### src/rtl/serial_tx_fifo.sv
// Byte FIFO between the core's MMIO serial data register and the serial transmitter.
// Absorbs bursts of core writes and drains one byte per transmitter frame.
module serial_tx_fifo #(
    parameter  int DEPTH = 16,
    localparam int PTR_W = $clog2(DEPTH)
) (
    input  logic             clock,
    input  logic             reset,
    input  logic             flush,
    input  logic             in_valid,
    input  logic [7:0]       in_data,
    output logic             in_ready,
    output logic [7:0]       tx_data,
    output logic             tx_data_available,
    input  logic             tx_ready,
    output logic [PTR_W:0]   level,
    output logic             full,
    output logic             empty,
    output logic             idle,
    output logic             overflow
);
    localparam logic [PTR_W:0] FULL_LEVEL = (PTR_W + 1)'(DEPTH);

    logic [7:0]       r_mem [DEPTH];
    logic [PTR_W-1:0] r_wptr;
    logic [PTR_W-1:0] r_rptr;
    logic [PTR_W:0]   r_level;
    logic             r_overflow;
    logic             w_push;
    logic             w_pop;

    assign full              = (r_level == FULL_LEVEL);
    assign empty             = (r_level == '0);
    assign in_ready          = !full;
    assign tx_data_available = !empty;
    assign w_push            = in_valid && in_ready;
    assign w_pop             = tx_data_available && tx_ready;
    assign tx_data           = r_mem[r_rptr];
    assign level             = r_level;
    assign overflow          = r_overflow;
    assign idle              = empty && tx_ready;

    // Storage needs no reset: the pointers alone decide which entries are live.
    always_ff @(posedge clock) begin
        if (w_push) begin
            r_mem[r_wptr] <= in_data;
        end
    end

    always_ff @(posedge clock) begin
        if (reset) begin
            r_wptr     <= '0;
            r_rptr     <= '0;
            r_level    <= '0;
            r_overflow <= 1'b0;
        end else begin
            if (in_valid && !in_ready) begin
                r_overflow <= 1'b1;
            end
            // Flush wins over any same-cycle push or pop; overflow survives it.
            if (flush) begin
                r_wptr  <= '0;
                r_rptr  <= '0;
                r_level <= '0;
            end else begin
                if (w_push) begin
                    r_wptr <= r_wptr + PTR_W'(1);
                end
                if (w_pop) begin
                    r_rptr <= r_rptr + PTR_W'(1);
                end
                case ({w_push, w_pop})
                    2'b10:   r_level <= r_level + (PTR_W + 1)'(1);
                    2'b01:   r_level <= r_level - (PTR_W + 1)'(1);
                    default: r_level <= r_level;
                endcase
            end
        end
    end
endmodule

### config.mk
export PLATFORM = sky130hd
export DESIGN_NAME = serial_tx_fifo
export DESIGN_NICKNAME = d
export VERILOG_FILES = /design/src/rtl/serial_tx_fifo.sv
export SDC_FILE = /design/constraint.sdc
export NUM_CORES = 1
export LEC_CHECK = 0
export BUFFER_PORTS_ARGS = -buffer_cell sky130_fd_sc_hd__buf_2
export CAP_MARGIN = 20
export CELL_PAD_IN_SITES_DETAIL_PLACEMENT = 1
export CELL_PAD_IN_SITES_GLOBAL_PLACEMENT = 2
export CORE_MARGIN = 2
export CORE_UTILIZATION = 26
export CTS_BUF_LIST = sky130_fd_sc_hd__clkbuf_8
export CTS_CLUSTER_SIZE = 24
export DETAILED_ROUTE_END_ITERATION = 8
export PLACE_DENSITY_LB_ADDON = 0.2
export SLEW_MARGIN = 0
export SYNTH_ARGS = -nofsm -noshare
export SYNTH_HDL_FRONTEND = slang
export SYNTH_SLANG_ARGS = --single-unit
### constraint.sdc
create_clock -name clock -period 4.1 [get_ports clock]
set_input_delay 0.41 -clock clock [delete_from_list [all_inputs] [get_ports clock]]
set_output_delay 0.41 -clock clock [all_outputs]
set_load 0.005 [all_outputs]
==> results_tabular.tex, run 1 <==
\begin{tabular}{lr}
\hline
Metric & Value \\
\hline
\multicolumn{2}{l}{\textbf{Cells and area}} \\
Layout filler cell count & 2,356 \\
Final standard cell area without fillers & 6750 µm² \\
Antenna diode count & 0 \\
Final Core Density & 30.1\% \\
Growth of design area from synthesis to finish & 14.5\% \\
Post-layout nets & 396 \\
Share of layout cells above drive strength 1 & 28.6\% \\
\multicolumn{2}{l}{\textbf{Clock tree}} \\
\# Post-CTS Setup Buffers & 0 \\
Insertion delay of the later-clocked pin in the worst-skew pair & 0.45 ns \\
Post-CTS Hold Fix Bufs & 0 \\
Clock transition at the registers of the reported paths & 0.09 ns \\
CTS tree & done \\
Cts bufs inserted & 17 \\
Max clock buf depth & 2 \\
Post-CTS Resized & 0 \\
CTS Sinks & 146 \\
Max H-tree Level & 4 \\
Root buffer cell & clkbuf\_8 \\
\multicolumn{2}{l}{\textbf{Yosys}} \\
Area leader, netlist & edfxtp\_1 \\
Warnings from Yosys & 0 \\
Area share of the largest cell type after synthesis & 65.2\% \\
Total of flip-flops plus latches after synthesis & 146 \\
Average instance area after synthesis & 17.6 µm² \\
Sequential share of the synthesized area & 71.3\% \\
Synth area leaders & edfxtp\_1 (65\%), mux4\_2 (12\%), dfxtp\_1 (6.1\%) \\
Number of instances in the synthesized netlist & 335 \\
Post-synth design cell area & 5900 µm² \\
Number of unique standard cell types used by synthesis & 40 \\
Post-Synthesis Net Count & 356 \\
\multicolumn{2}{l}{\textbf{Timing}} \\
Actual transition at the worst max-transition pin & 1.04 ns \\
Setup TNS after final layout & 0 ns \\
Fin crit period & 3.16 ns \\
Rel. slew slack & 30.2\% \\
Final-report hold violation count & 0 \\
Period utilisation layout & 77.2\% \\
Pins Over Slew Limit & 0 \\
Final setup vio count & 0 \\
Worst Skew & 0.0143 ns \\
Fmax achieved & 0.316 GHz \\
Final WS setup & 0.936 ns \\
Worst hold slack after final layout & 0.148 ns \\
Setup repair after global routing missed its margin & no \\
\multicolumn{2}{l}{\textbf{Routing}} \\
Drt via density & 4.58 \\
Mean routed wirelength per cell & 20.5 µm \\
DRT antenna net count & 0 \\
Iter 0 DRT Violations & 184 \\
First-pass iteration count of the detailed router & 4 \\
Drt drc & 0 \\
Total vias in the final route & 3,081 \\
Routed WL & 13.8 mm \\
\multicolumn{2}{l}{\textbf{Flow run}} \\
Max-cap violations & 0 \\
\multicolumn{2}{l}{\textbf{Floorplan}} \\
Total number of placement rows & 55 \\
Initial core utilization & 26.3\% \\
Horizontal extent of the die & 155 µm \\
Area of the die & 23,900 µm² \\
Io pins & 32 \\
CORE AREA & 22,400 µm² \\
Height of the chip & 155 µm \\
\multicolumn{2}{l}{\textbf{Placement}} \\
Pre-CTS worst setup slack & 0.952 ns \\
Count of port buffers added during placement & 31 \\
Cell area after placement & 6390 µm² \\
Weighted congestion at the end of routability-driven global placement & 0.696 \\
DPL Wire Length & 8.92 mm \\
\multicolumn{2}{l}{\textbf{Global route}} \\
Number of antenna violations at the first check in global routing & 0 \\
Tot GR Track Use & 12.3\% \\
Total congestion overflow after global routing & 0 \\
Wire length of the first global-routing pass & 21.4 mm \\
Number of global-route vias before repair & 3,497 \\
Maximum number of pins on one net before global-route repair & 33 \\
\multicolumn{2}{l}{\textbf{Setup path}} \\
Arrival time of data at the critical path endpoint & 3.49 ns \\
Setup Crit Path Kind & flop to flop \\
Required @ worst endpoint & 4.42 ns \\
Crit path launch type & flop \\
Crit. End Element & flop \\
Maximum fanout along the worst path & 10 \\
\multicolumn{2}{l}{\textbf{Worst hold path}} \\
Hold Crit Class & input pin to flop \\
\multicolumn{2}{l}{\textbf{Pwr}} \\
Worst vdd ir & 0.000132 V \\
P\_leak & 2.19 nW \\
Areal power density over the cells & 416 nW/µm² \\
\multicolumn{2}{l}{\textbf{Outcome}} \\
Outcome & completed \\
\hline
\end{tabular}
-- final timing paths --
kind	slack, ns	start	to	cells past startpoint
setup / recovery	0.94	level[1]	level[4]	9
hold / removal	0.15	reset	overflow	2
setup reg to reg	0.94	level[1]	level[4]	9
hold reg to reg	0.48	overflow	overflow	2
-- cells in the mapped netlist, drive strengths merged --
cell type and number:
nand3 4, ha 8, o21ai 1, clkbuf 8, nor2b 2, and2 1
inv 11, dfxtp 18, xnor2 2, nand2b 3, a311oi 1, or4b 1
a31o 1, a211oi 1, nor2 29, nand4bb 1, o211ai 5, o2111ai 1
nand2 16, or4 3, mux2i 3, a31oi 1, nor4 1, nand3b 2
mux4 32, xor2 5, buf 10, a2111oi 2, and3 3, edfxtp 128
or2 1, nand4b 1, o31ai 1, a22oi 16, a21oi 6, nor3 6
-- per-layer routing --
layer | track usage [%] | routed length (µm) | up-vias
met5 | 0 | 0 | -
li1 | - | - | 1409
met4 | 3.57 | 112 | 0
met1 | 16.1 | 6440 | 1611
met3 | 3.17 | 481 | 9
met2 | 20.2 | 6770 | 52
-- per-stage QoR --
stage	std cells	total power, mW
finish	673	2.81
floorplan	335	1.74
global route	673	2.92
global placement	641	1.80
detailed placement	641	1.81
CTS	673	2.86
-- state kept, by name, indices dropped and copies added, names as in the netlist, named ones only --
name and cells:
r_mem 128, level 5, r_rptr 4, r_wptr 4
overflow 1
-- area by class of cell --
type | instances | area (µm²) | area share [%]
inverters | 11 | 41.3 | 0.612
well taps | 285 | 357 | 5.28
clock buffers | 17 | 234 | 3.47
clock inverters | 15 | 126 | 1.87
flip-flops and latches | 146 | 4210 | 62.3
repair buffers | 39 | 215 | 3.19
multi-input cells | 160 | 1570 | 23.3
-- power by group --
| group | internal (mW) | total, mW | switching, mW |
|---|---|---|---|
| clock network | 0.435 | 1.04 | 0.606 |
| registers | 1.62 | 1.64 | 0.0127 |
| logic | 0.0536 | 0.131 | 0.0773 |
-- cell usage in the layout (no fill, tap or decap), types with 3 or more instances in the layout --
master and n:
xor2_1 5, nor3_1 5, a22oi_1 16, buf_4 8, a21oi_1 6, clkbuf_8 17, inv_6 6, nor2_1 29
dfxtp_1 17, inv_1 11, nand3_1 4, mux2i_1 3, o211ai_1 4, buf_2 31, nand2b_1 3, and3_1 3
mux4_2 32, ha_1 8, edfxtp_1 128, nand2_1 16
-- critical path, cell delays in order, from the launching register on --
cell and delay (ns):
dfxtp_1 0.55, nor4_2 0.15, a21oi_1 0.50, inv_1 0.10
ha_1 0.30, xor2_1 0.17, ha_1 0.24, a311oi_2 0.33
a2111oi_0 0.15, or4b_1 0.55
-- cell families after synthesis --
| logic type | synth area share, % |
|---|---|
| compound gates | 4.90 |
| xor+xnor | 1.04 |
| simple gates | 6.20 |
| flops | 71.3 |
| mux | 12.7 |
| fa+ha+maj | 1.70 |
| buf+inv | 2.12 |
Note: power is estimated with default switching activity, not from simulation.
==> inputs of run 2 (changes only) <==
==> constraint.sdc (replaced) <==
create_clock -name clock -period 2.7 [get_ports clock]
set_input_delay 0.27 -clock clock [delete_from_list [all_inputs] [get_ports clock]]
set_output_delay 0.27 -clock clock [all_outputs]
set_load 0.005 [all_outputs]
==> run 2 against run 1 <==
  * Combinational power rose by 84%
  * Final cell count increased by 2.1%
  * Clock power rose by 72%
  * Sequential power up 51%
  * Clock skew fell by 0.0022 ns
  * Critical path depth did not move
  * Count of clock-buffer cells in the layout stayed put
  * Non-clock buffer count rose by 14
  * First-iteration DRC count decreased by 22%
  * Worst setup slack got worse by 0.90 ns
==> results_tabular.tex, run 2 (synthesis results as in run 1) <==
\begin{tabular}{lr}
\hline
Metric & Value \\
\hline
\multicolumn{2}{l}{\textbf{Outcome}} \\
Outcome & completed \\
\multicolumn{2}{l}{\textbf{Clock tree}} \\
CTS Sinks & 146 \\
Cts bufs inserted & 17 \\
Insertion delay of the later-clocked pin in the worst-skew pair & 0.44 ns \\
Root buffer cell & clkbuf\_8 \\
Clock transition at the registers of the reported paths & 0.09 ns \\
Max clock buf depth & 2 \\
CTS tree & done \\
Max H-tree Level & 4 \\
\multicolumn{2}{l}{\textbf{Flow run}} \\
Max-cap violations & 0 \\
\multicolumn{2}{l}{\textbf{Cells and area}} \\
Growth of design area from synthesis to finish & 19.0\% \\
Combined area of the multi-input logic cells & 1640 µm² \\
Most common cell after layout, fill and taps aside & edfxtp\_1 \\
Final Core Density & 31.3\% \\
Final standard cell area without fillers & 7020 µm² \\
Antenna diode count & 0 \\
Most flop-heavy register & r\_mem \\
Final std cells w/o fill & 687 \\
Storage element area & 4210 µm² \\
Share of layout cells above drive strength 1 & 33.3\% \\
Max FFs per register & 128 \\
Commonest cells after routing, fill and taps aside & edfxtp\_1 (128), mux4\_2 (32), buf\_2 (31) \\
Layout filler cell count & 2,338 \\
Post-layout nets & 410 \\
\multicolumn{2}{l}{\textbf{Worst hold path}} \\
Cells on Worst Hold Path & 1 \\
Hold Crit Class & input pin to flop \\
\multicolumn{2}{l}{\textbf{Timing}} \\
Final setup vio count & 0 \\
Final WS setup & 0.0358 ns \\
Setup repair after global routing missed its margin & yes \\
Setup TNS after final layout & 0 ns \\
Pins Over Slew Limit & 0 \\
Rel. slew slack & 30.8\% \\
Final-report hold violation count & 0 \\
Actual transition at the worst max-transition pin & 1.03 ns \\
Fmax achieved & 0.375 GHz \\
Period utilisation layout & 98.7\% \\
Worst hold slack after final layout & 0.213 ns \\
Fin crit period & 2.66 ns \\
Worst Skew & 0.0121 ns \\
\multicolumn{2}{l}{\textbf{Placement}} \\
Pre-CTS worst setup slack & -0.0107 ns \\
Weighted congestion at the end of routability-driven global placement & 0.727 \\
Count of port buffers added during placement & 31 \\
Count of placed standard cells including taps & 653 \\
DPL Wire Length & 8.80 mm \\
Cell area after placement & 6530 µm² \\
\multicolumn{2}{l}{\textbf{Floorplan}} \\
Height of the chip & 155 µm \\
CORE AREA & 22,400 µm² \\
Area of the die & 23,900 µm² \\
Initial core utilization & 26.3\% \\
Io pins & 32 \\
Total number of placement rows & 55 \\
Horizontal extent of the die & 155 µm \\
\multicolumn{2}{l}{\textbf{Global route}} \\
Tot GR Track Use & 12.4\% \\
Wire length of the first global-routing pass & 21.5 mm \\
Total congestion overflow after global routing & 0 \\
Number of antenna violations at the first check in global routing & 0 \\
Number of global-route vias before repair & 3,559 \\
Maximum number of pins on one net before global-route repair & 33 \\
\multicolumn{2}{l}{\textbf{Pwr}} \\
Internal power & 3.49 mW \\
P\_leak & 2.29 nW \\
Power consumption & 4.51 mW \\
Combinational group share of total power & 5.3\% \\
Proportion of power drawn by the clock network & 39.7\% \\
Net Sw Frac & 22.4\% \\
Worst vdd ir & 0.000214 V \\
Switching power summed over all nets & 1.01 mW \\
Areal power density over the cells & 642 nW/µm² \\
Share of total power in sequential cells & 54.9\% \\
\multicolumn{2}{l}{\textbf{Routing}} \\
First-pass iteration count of the detailed router & 4 \\
Drt drc & 0 \\
Routed WL & 14.0 mm \\
DRT antenna net count & 0 \\
Mean routed wirelength per cell & 20.3 µm \\
Iter 0 DRT Violations & 143 \\
Total vias in the final route & 3,153 \\
Drt via density & 4.59 \\
\multicolumn{2}{l}{\textbf{Setup path}} \\
Arrival time of data at the critical path endpoint & 2.98 ns \\
Required @ worst endpoint & 3.02 ns \\
Count of cell instances traversed by the critical path & 9 \\
Slowest stage cell, crit path & or4\_4 \\
Setup Crit Path Kind & flop to flop \\
Longest individual stage delay on the worst path & 0.55 ns \\
Most frequent CP cell & ha\_4 \\
Crit path cell chain & or4\_4, o21ai\_4, inv\_2, ha\_4, xor2\_2, ha\_4, a311oi\_4, a2111oi\_2, or4b\_1 \\
Delay-heaviest family, CP & simple AND/OR/NAND/NOR gates \\
Number of buffers and inverters on the critical path & 1 \\
Maximum fanout along the worst path & 6 \\
Crit path launch type & flop \\
Minimum setup slack among reg-to-reg paths & 0.04 ns \\
Crit. End Element & flop \\
Cell depth of the worst flop-to-flop path & 9 \\
\hline
\end{tabular}
-- run 2: cell types whose count changed in the layout (fill, tap and decap cells not counted), moves of 2 or more --
cell,before,now
a21oi_2,0,2
bufinv_16,0,3
buf_4,8,19
clkinv_4,2,6
a2111oi_0,2,0
inv_6,6,1
a21oi_1,6,4
ha_1,8,5
ha_4,0,3
buf_12,0,2
-- run 2: power by group through the flow --
stage / clock network [mW] / logic, mW / registers [mW]
finish: 1.79 / 0.241 / 2.47
global route: 1.93 / 0.268 / 2.48
global placement: 0 / 0.234 / 2.53
floorplan: 0 / 0.121 / 2.53
detailed placement: 0 / 0.237 / 2.53
CTS: 1.86 / 0.241 / 2.47
-- run 2: what timing repair did --
item | in CTS | in global routing
setup endpoints to repair | 1 | 2
gates resized for setup | 4 | 6
setup buffers | 0 | 1
hold buffers | 1 | 0
pin swaps | 2 | 2
hold endpoints to repair | 1 | 0
-- run 2: layer usage --
layer	wire, µm	global-route usage (%)
met1	5940	14.4
met2	7330	22.4
met3	498	2.91
met4	197	4.63
met5	0	0
-- run 2: path summary, 6_finish.rpt --
check | startpoint | to
worst min-delay path | in_data[3] | r_mem[6][3]
worst min register to register | overflow | overflow
worst max register to register | level[0] | level[4]
worst max-delay path | level[0] | level[4]
-- run 2: area by class of cell --
type	count	area share [%]
timing repair buffer	53	4.96
clock inverter	15	2.66
inverter	11	0.588
sequential	146	60.0
clock buffer	17	3.33
multi-input combinational	160	23.4
tap	285	5.08
==> inputs of run 3 (changes only) <==
--- a/config.mk
+++ b/config.mk
@@ -5,6 +5,7 @@
 export SDC_FILE = /design/constraint.sdc
 export NUM_CORES = 1
 export LEC_CHECK = 0
+export ABC_AREA = 1
 export BUFFER_PORTS_ARGS = -buffer_cell sky130_fd_sc_hd__buf_2
 export CAP_MARGIN = 20
 export CELL_PAD_IN_SITES_DETAIL_PLACEMENT = 1
==> run 3 against run 2 <==
  * Non-clock buffer count increased by 2
  * First-iteration DRC count up 100%
  * Hold slack worse by 0.076 ns
  * Count of clock-buffer cells in the layout unchanged
  * Critical path type is now flop to output port
  * Synthesized area is 4.7% higher
  * Sequential power increased by 2%
  * Cell area rose by 3.0%
  * Largest power group unchanged
  * Wire length is 12% higher
  * Sequential share of layout area down 1.7 points
  * Power increased by 9.0%
  * Die area grew 4.6%
==> results_tabular.tex, run 3 <==
\begin{tabular}{lr}
\hline
Metric & Value \\
\hline
\multicolumn{2}{l}{\textbf{Outcome}} \\
Outcome & completed \\
\multicolumn{2}{l}{\textbf{Yosys}} \\
Multiplexer share of the synthesized area & 5.19\% \\
Post-synth design cell area & 6170 µm² \\
Warnings from Yosys & 0 \\
Simple-gate share of the synthesized area & 7.34\% \\
Synth area leaders & edfxtp\_1 (62\%), dfxtp\_1 (5.8\%), mux2i\_1 (5.2\%) \\
Share of synthesized registers carrying an async set or reset & 0\% \\
Number of unique standard cell types used by synthesis & 35 \\
Number of instances in the synthesized netlist & 483 \\
Sequential share of the synthesized area & 68.1\% \\
Ys flop type & edfxtp\_1 \\
Area leader, netlist & edfxtp\_1 \\
Compound-cell area share of the yosys netlist & 11.4\% \\
Area share of the largest cell type after synthesis & 62.3\% \\
Leading post-synthesis cells by instance count & edfxtp\_1 (128), inv\_1 (56), o21ai\_0 (42), a21oi\_1 (36) \\
Most frequently used cell type in the post-synthesis netlist & edfxtp\_1 \\
Post-Synth Adder-Cell Area & 1.62\% \\
Count of flip-flops with a built-in enable after synthesis & 128 \\
Xor-xnor portion of the synthesized cell area & 0.710\% \\
Post-Synthesis Net Count & 504 \\
Total of flip-flops plus latches after synthesis & 146 \\
Combinational family with the most area after synthesis & compound AO/OA/AOI/OAI gates \\
Average instance area after synthesis & 12.8 µm² \\
\multicolumn{2}{l}{\textbf{Global route}} \\
Tot GR Track Use & 13.2\% \\
Wire length of the first global-routing pass & 23.9 mm \\
Number of antenna violations at the first check in global routing & 0 \\
Maximum number of pins on one net before global-route repair & 71 \\
Number of global-route vias before repair & 4,117 \\
Total congestion overflow after global routing & 0 \\
\multicolumn{2}{l}{\textbf{Timing}} \\
Final setup vio count & 0 \\
Final WS setup & 0.259 ns \\
Fmax achieved & 0.410 GHz \\
Setup repair after global routing missed its margin & no \\
Worst Skew & 0.0123 ns \\
Actual transition at the worst max-transition pin & 0.713 ns \\
Worst hold slack after final layout & 0.137 ns \\
Rel. slew slack & 52.4\% \\
Final-report hold violation count & 0 \\
Setup TNS after final layout & 0 ns \\
Pins Over Slew Limit & 0 \\
Fin crit period & 2.44 ns \\
Period utilisation layout & 90.4\% \\
\multicolumn{2}{l}{\textbf{Clock tree}} \\
Clock transition at the registers of the reported paths & 0.08 ns \\
CTS Sinks & 146 \\
Insertion delay of the later-clocked pin in the worst-skew pair & 0.44 ns \\
Root buffer cell & clkbuf\_8 \\
Max clock buf depth & 2 \\
\# Post-CTS Setup Buffers & 0 \\
Cts bufs inserted & 17 \\
CTS tree & done \\
Max H-tree Level & 4 \\
Post-CTS Resized & 0 \\
\multicolumn{2}{l}{\textbf{Setup path}} \\
Arrival time of data at the critical path endpoint & 2.17 ns \\
Maximum fanout along the worst path & 18 \\
Required @ worst endpoint & 2.43 ns \\
Setup Crit Path Kind & flop to output port \\
Crit path launch type & flop \\
Crit. End Element & output port \\
\multicolumn{2}{l}{\textbf{Pwr}} \\
Power consumption & 4.91 mW \\
Worst vdd ir & 0.000295 V \\
P\_leak & 2.52 nW \\
Areal power density over the cells & 680 nW/µm² \\
\multicolumn{2}{l}{\textbf{Placement}} \\
Count of port buffers added during placement & 31 \\
Pre-CTS worst setup slack & 0.544 ns \\
DPL Wire Length & 10.1 mm \\
Weighted congestion at the end of routability-driven global placement & 0.747 \\
\multicolumn{2}{l}{\textbf{Floorplan}} \\
Initial core utilization & 26.4\% \\
Horizontal extent of the die & 158 µm \\
Total number of placement rows & 56 \\
CORE AREA & 23,400 µm² \\
Area of the die & 25,000 µm² \\
Height of the chip & 158 µm \\
Io pins & 32 \\
\multicolumn{2}{l}{\textbf{Cells and area}} \\
Share of layout cells above drive strength 1 & 18.9\% \\
Post-layout nets & 554 \\
Most flop-heavy register & r\_mem \\
Most common cell after layout, fill and taps aside & edfxtp\_1 \\
Antenna diode count & 0 \\
Max FFs per register & 128 \\
Growth of design area from synthesis to finish & 17.1\% \\
Commonest cells after routing, fill and taps aside & edfxtp\_1 (128), inv\_1 (57), o21ai\_0 (42) \\
\multicolumn{2}{l}{\textbf{Routing}} \\
Routed WL & 15.6 mm \\
First-pass iteration count of the detailed router & 4 \\
DRT antenna net count & 0 \\
Drt via density & 4.38 \\
Iter 0 DRT Violations & 289 \\
Mean routed wirelength per cell & 18.0 µm \\
Total vias in the final route & 3,789 \\
Drt drc & 0 \\
\multicolumn{2}{l}{\textbf{Worst hold path}} \\
Hold Crit Class & input pin to flop \\
\multicolumn{2}{l}{\textbf{Flow run}} \\
Max-cap violations & 0 \\
\hline
\end{tabular}
## run 3: repair_timing
| item | 4_1_cts | 5_1_grt |
|---|---|---|
| hold endpoints to repair | 1 | 0 |
| setup endpoints to repair | 0 | 0 |
| hold buffers | 1 | 0 |
## run 3: critical path, cell delays in order (launching register included)
cell and delay (ns):
dfxtp_1 0.32, inv_1 0.52, o21ai_0 0.32, o211ai_1 0.32
nand2_1 0.11, buf_2 0.14
## run 3: cell families after synthesis
family                   after synthesis
AO/OA/AOI/OAI                        118
buffers and inverters                 84
flip-flops                           146
AND/OR/NAND/NOR                       90
multiplexers                          32
XOR/XNOR                               5
adder cells (fa/ha/maj)                8
## run 3: path summary, 6_finish.rpt
kind / startpoint / end / slack [ns] / cells past startpoint
hold reg to reg: overflow / overflow / 0.52 / 2
setup reg to reg: level[1] / level[4] / 0.54 / 13
setup / recovery: flop / tx_data[7] / 0.26 / 5
hold / removal: in_valid / overflow / 0.14 / 3
## run 3: area by class of cell
class / instances / area (µm²)
clock buffers: 17 / 234
clock inverters: 15 / 183
fillers: 2603 / 16200
inverters: 60 / 230
multi-input cells: 253 / 1620
flip-flops and latches: 146 / 4210
well taps: 319 / 399
repair buffers: 55 / 350
## run 3: per-stage QoR
step / util [%] / std cells / cell area [µm²]
finish: 30.9 / 865 / 7230
CTS: 30.9 / 865 / 7230
floorplan: - / 483 / 6170
global placement: 29.1 / 832 / 6800
global route: 30.9 / 865 / 7230
detailed placement: 29.1 / 832 / 6800
## run 3: metal layers
layer / track usage (%) / share of wire (%) / vias to the layer above
met5: 0 / 0 / -
met4: 5.19 / 2.0 / 0
met3: 2.57 / 2.9 / 21
met2: 22.5 / 49 / 61
met1: 16.6 / 46 / 1869
li1: - / - / 1838
## run 3: report_power, final
part | total (mW) | internal [mW] | switching, mW | leakage [nW]
combinational | 0.584 | 0.203 | 0.381 | 1.01
clock | 1.81 | 0.925 | 0.886 | 0.210
sequential | 2.52 | 2.49 | 0.0286 | 1.30
